### src/rtl/ring_frame_rotator.sv
// ---------------------------------------------------------------------------
// ring_frame_rotator
//
// Collects a frame of three symbols into a ring of registers a, b, c, then
// presents the ring state to the downstream side rot_count+1 times: the
// loaded state followed by rot_count single-step rotations
// (a <= c, b <= a, c <= b). The next frame is accepted only after the last
// state has been handed off.
//
// Handshake semantics (both sides): a transfer happens on a rising clock
// edge where valid and ready are both high. A producer holding valid keeps
// its payload stable until the transfer. in_ready is driven purely from
// state and rst and never looks at in_valid. out_valid is driven purely
// from state and rst and never looks at out_ready.
//
// Ports
//   clk        rising-edge clock for all state
//   rst        synchronous, active-low reset
//   in_valid   upstream symbol valid
//   in_ready   block accepts a symbol this cycle (FILL and out of reset)
//   in_data    upstream symbol, W bits
//   rot_count  rotations for the frame, sampled with the third symbol
//   out_valid  ring state presented on out_a/out_b/out_c (ROTATE)
//   out_ready  downstream accepts the presented state
//   out_a/b/c  current ring registers a, b, c
//   out_last   high with out_valid on the final state of a frame
//   busy       high while the FSM is in ROTATE (state visibility)
// ---------------------------------------------------------------------------
module ring_frame_rotator #(
   parameter int W  = 2,
   parameter int CW = 4
) (
   input  logic          clk,
   input  logic          rst,
   input  logic          in_valid,
   output logic          in_ready,
   input  logic [W-1:0]  in_data,
   input  logic [CW-1:0] rot_count,
   output logic          out_valid,
   input  logic          out_ready,
   output logic [W-1:0]  out_a,
   output logic [W-1:0]  out_b,
   output logic [W-1:0]  out_c,
   output logic          out_last,
   output logic          busy
);

   typedef enum logic {
      FILL   = 1'b0,
      ROTATE = 1'b1
   } state_t;

   // Reset contents of the ring; the casts truncate to W bits.
   localparam logic [W-1:0] RST_A = W'(1);
   localparam logic [W-1:0] RST_B = W'(2);
   localparam logic [W-1:0] RST_C = W'(3);

   state_t        state, state_nx;
   logic [1:0]    idx, idx_nx;
   logic [CW-1:0] rem, rem_nx;
   logic [W-1:0]  a, b, c;
   logic [W-1:0]  a_nx, b_nx, c_nx;
   logic          in_fire, out_fire;

   // State register.
   always_ff @(posedge clk) begin
      if (!rst) begin
         state <= FILL;
      end else begin
         state <= state_nx;
      end
   end

   // Datapath registers.
   always_ff @(posedge clk) begin
      if (!rst) begin
         idx <= 2'd0;
         rem <= '0;
         a   <= RST_A;
         b   <= RST_B;
         c   <= RST_C;
      end else begin
         idx <= idx_nx;
         rem <= rem_nx;
         a   <= a_nx;
         b   <= b_nx;
         c   <= c_nx;
      end
   end

   // Next-state and outputs. Gating the handshake outputs with rst keeps
   // them low for the whole reset window, including before the first edge
   // and when reset lands in the middle of a rotation.
   always_comb begin
      state_nx  = state;
      idx_nx    = idx;
      rem_nx    = rem;
      a_nx      = a;
      b_nx      = b;
      c_nx      = c;
      in_ready  = (state == FILL) && rst;
      out_valid = (state == ROTATE) && rst;
      busy      = (state == ROTATE) && rst;
      out_last  = out_valid && (rem == '0);
      in_fire   = in_valid && in_ready;
      out_fire  = out_valid && out_ready;

      case (state)
         FILL: begin
            if (in_fire) begin
               case (idx)
                  2'd0: begin
                     a_nx   = in_data;
                     idx_nx = 2'd1;
                  end
                  2'd1: begin
                     b_nx   = in_data;
                     idx_nx = 2'd2;
                  end
                  2'd2: begin
                     c_nx     = in_data;
                     idx_nx   = 2'd0;
                     rem_nx   = rot_count;
                     state_nx = ROTATE;
                  end
                  default: begin
                     // Unreachable index; fall back to the start of a frame.
                     idx_nx = 2'd0;
                  end
               endcase
            end
         end

         ROTATE: begin
            if (out_fire) begin
               if (rem != '0) begin
                  a_nx   = c;
                  b_nx   = a;
                  c_nx   = b;
                  rem_nx = rem - 1'b1;
               end else begin
                  // Last state handed off; ring keeps its final contents.
                  idx_nx   = 2'd0;
                  state_nx = FILL;
               end
            end
         end

         default: begin
            state_nx = FILL;
         end
      endcase
   end

   assign out_a = a;
   assign out_b = b;
   assign out_c = c;

endmodule

### config.mk
export PLATFORM = sky130hd
export DESIGN_NAME = ring_frame_rotator
export DESIGN_NICKNAME = d
export VERILOG_FILES = /design/src/rtl/ring_frame_rotator.sv
export SDC_FILE = /design/constraint.sdc
export NUM_CORES = 1
export LEC_CHECK = 0
export BUFFER_PORTS_ARGS = -buffer_cell sky130_fd_sc_hd__buf_4
export CAP_MARGIN = 25
export CORE_UTILIZATION = 52
export CTS_CLUSTER_SIZE = 40
export DETAILED_ROUTE_END_ITERATION = 7
export GPL_TIMING_DRIVEN = 0
export HOLD_SLACK_MARGIN = 0.02
export PLACE_DENSITY_LB_ADDON = 0.05
export SLEW_MARGIN = 20
export SYNTH_ARGS = -nofsm -noshare
export SYNTH_HDL_FRONTEND = slang
export SYNTH_SLANG_ARGS = --single-unit
### constraint.sdc
create_clock -name clk -period 2.27 [get_ports clk]
set_input_delay 0.1135 -clock clk [delete_from_list [all_inputs] [get_ports clk]]
set_output_delay 0.1135 -clock clk [all_outputs]
set_load 0.05 [all_outputs]
==> results.yml <==
worst_hold_path:
  hold_path.startpoint: "rot_count[3]"
  hold_path_end: "rem[3]"
  hold-path-cell-count: 3
  hold_class: "primary input to flip-flop"
timing:
  relSlewSlack_pct: 70.8
  setup_viol: 0
  clock-skew-final_ps: 5.57
  setup_ws_ps: 468
  fmax_ghz: 0.555
  finalCritPeriodShare_pct: 79.4
  hold_viol: 0
  finalSetupTns_ps: 0
  tightest_slew_ps: 438
  whs_ps: 110
  min_period_ps: 1800
  drv_slew: 0
  rsz0062_at_grt: "no"
global_route:
  grt_first_pass_wirelength_mm: 2.30
  grt_pass1_vias: 570
  grt_antenna_before_repair: 0
  grt_util_all_layers_pct: 22.6
  grt_start_max_net_pins: 11
  gr-total-overflow: 0
floorplanning:
  die_w_um: 38.8
  core_area_um2: 1190
  initial_core_util_pct: 59.4
  die-area_um2: 1510
  ioPinCount: 20
  dieHeight_um: 38.8
  rows: 12
synth:
  syn-num-nets: 92
  synth_cell_types: 29
  avgSynthCellArea_um2: 8.70
  async_reset_ff_share_pct: 0
  synth_top_area_share_pct: 36.9
  yosysTopAreaCell: "dfxtp_1"
  synth_ff_type: "dfxtp_1"
  synth_area_um2: 704
  yosysSeqAreaShare_pct: 36.9
  yosys-top-cells-area: "dfxtp_1 (37%), nor2b_1 (7.1%), o211ai_1 (5.3%)"
  synth-seq-cells: 13
  synth_most_common_cell: "dfxtp_1"
  synth_edf_count: 0
  synthCells: 81
  yosys_warnings: 0
  synth_common_cells: "dfxtp_1 (13), nor2b_1 (8)"
route:
  first_pass_iters: 4
  wirelength_mm: 1.46
  wire_per_inst_um: 12.5
  drcViolationCount: 0
  m1WireLength_um: 716
  wl_met3_um: 53
  highest_layer: "met4"
  drt-initial-drc-count: 9
  vias: 663
  drt-vias-per-instance: 5.67
  routed-wl-met2_um: 668
  ant_nets: 0
setup_path:
  path_cells: "buf_2 > buf_2 > and2_1 > buf_4 > buf_4"
  slowest_delay_ps: 450
  r2r_setup_slack_ps: 760
  cp-start-kind: "flip-flop"
  r2r_start: "rem[0]"
  critPathCaptureType: "output port"
  regToRegEndpoint: "rem[3]"
  crit_type: "flip-flop to output port"
  ff2ff_path_depth: 7
  slowest_stage: "dfxtp_1"
  crit_arrival_ps: 1690
  crit_required_ps: 2160
  crit_path_max_fanout: 10
clock_tree:
  clkSlewWorstSetupHoldPaths_ps: 80
  cts_sinks: 13
  postCtsSetupRepairBufs: 0
  root_buffer: "clkbuf_4"
  cts-resized-gates: 0
  clk_latency_ps: 280
  cts_tree: "yes"
  cts_buffers: 3
  cts_buffer_depth: 2
  htreeDepth: 1
  ctsHoldBuffers: 0
run_status:
  status: "finished, final reports clean"
pwr:
  p_comb_share_pct: 20.6
  ir_drop_uv: 346
  clkPwrFrac_pct: 29.3
  p_seq_share_pct: 50.1
  powerDensity_nw_per_um2: 560
  sw_frac_of_total_pct: 29.7
  p_int_mw: 0.348
  power_switching_mw: 0.147
  leakagePower_nw: 0.395
run:
  maxCapViolCount: 0
final_layout:
  fin_nets: 115
  post-route-cell-area_um2: 883
  drive_gt1_share_pct: 25.2
  final_util_pct: 74.5
  area_growth_syn_to_layout_pct: 25.4
  diodes: 0
placement:
  place_worst_setup_slack_ps: 786
  hpwl_mm: 1.10
  place_area_um2: 857
  io_buffers: 18
  place.gp.congestion: 0.699
==> critical path: cells and delay by family, from the launching register on <==
| kind | cells | cell delay, ps |
|---|---|---|
| flip-flops | 1 | 450 |
| AND/OR/NAND/NOR | 1 | 170 |
| buffers and inverters | 4 | 790 |
==> metal layers <==
metal / track usage [%] / vias up
li1: - / 343
met1: 29.4 / 298
met2: 33.8 / 18
met3: 5.20 / 4
met4: 12.9 / 0
met5: 0 / -
==> cell usage in the layout (no fill, tap or decap), types with 3 or more instances in the layout <==
| master | n |
|---|---|
| a21oi_1 | 5 |
| a31oi_1 | 4 |
| and2_1 | 4 |
| buf_4 | 19 |
| clkbuf_1 | 3 |
| clkbuf_4 | 3 |
| dfxtp_1 | 13 |
| inv_1 | 5 |
| nand2_1 | 5 |
| nor2b_1 | 8 |
| o211ai_1 | 5 |
| o21ai_1 | 4 |
==> per-stage QoR <==
stage	power, mW	std cells
6_report	0.494	117
3_5_place_dp	0.355	113
3_3_place_gp	0.353	113
2_1_floorplan	0.322	81
5_1_grt	0.520	117
4_1_cts	0.501	117
==> cell type report <==
type / count / area [um^2]
Inverter: 5 / 18.8
Fill cell: 98 / 303
Multi-Input combinational cell: 57 / 389
Clock buffer: 4 / 26.3
Timing Repair Buffer: 18 / 135
Buffer: 6 / 36.3
Tap cell: 14 / 17.5
Sequential cell: 13 / 260
==> registers in the layout (all words and copies together) (netlist names) <==
signal	cells
out_a	2
state	1
idx	2
rem	4
out_b	2
out_c	2
==> how the worst max path moves through the flow <==
stage	startpoint	to
global route	state	out_valid
finish	state	out_valid
floorplan	state	out_valid
detailed placement	rem[0]	rem[3]
CTS	state	out_valid
global placement	rem[0]	rem[3]
==> cells by family after synthesis <==
kind of cell               share of synthesized area, %
AOI/OAI and AO/OA                                  25.2
and+or+nand+nor                                    25.4
adders and majority gates                          1.78
muxes                                              2.84
DFF                                                36.9
buffers and inverters                              7.82
==> power groups by stage <==
stage | registers (mW) | logic [mW] | clock network [mW]
5_1_grt | 0.250 | 0.110 | 0.161
4_1_cts | 0.248 | 0.102 | 0.151
2_1_floorplan | 0.273 | 0.0493 | 0
3_5_place_dp | 0.253 | 0.102 | 0
3_3_place_gp | 0.253 | 0.0999 | 0
6_report | 0.248 | 0.102 | 0.145
(Power assumes the default switching activity.)
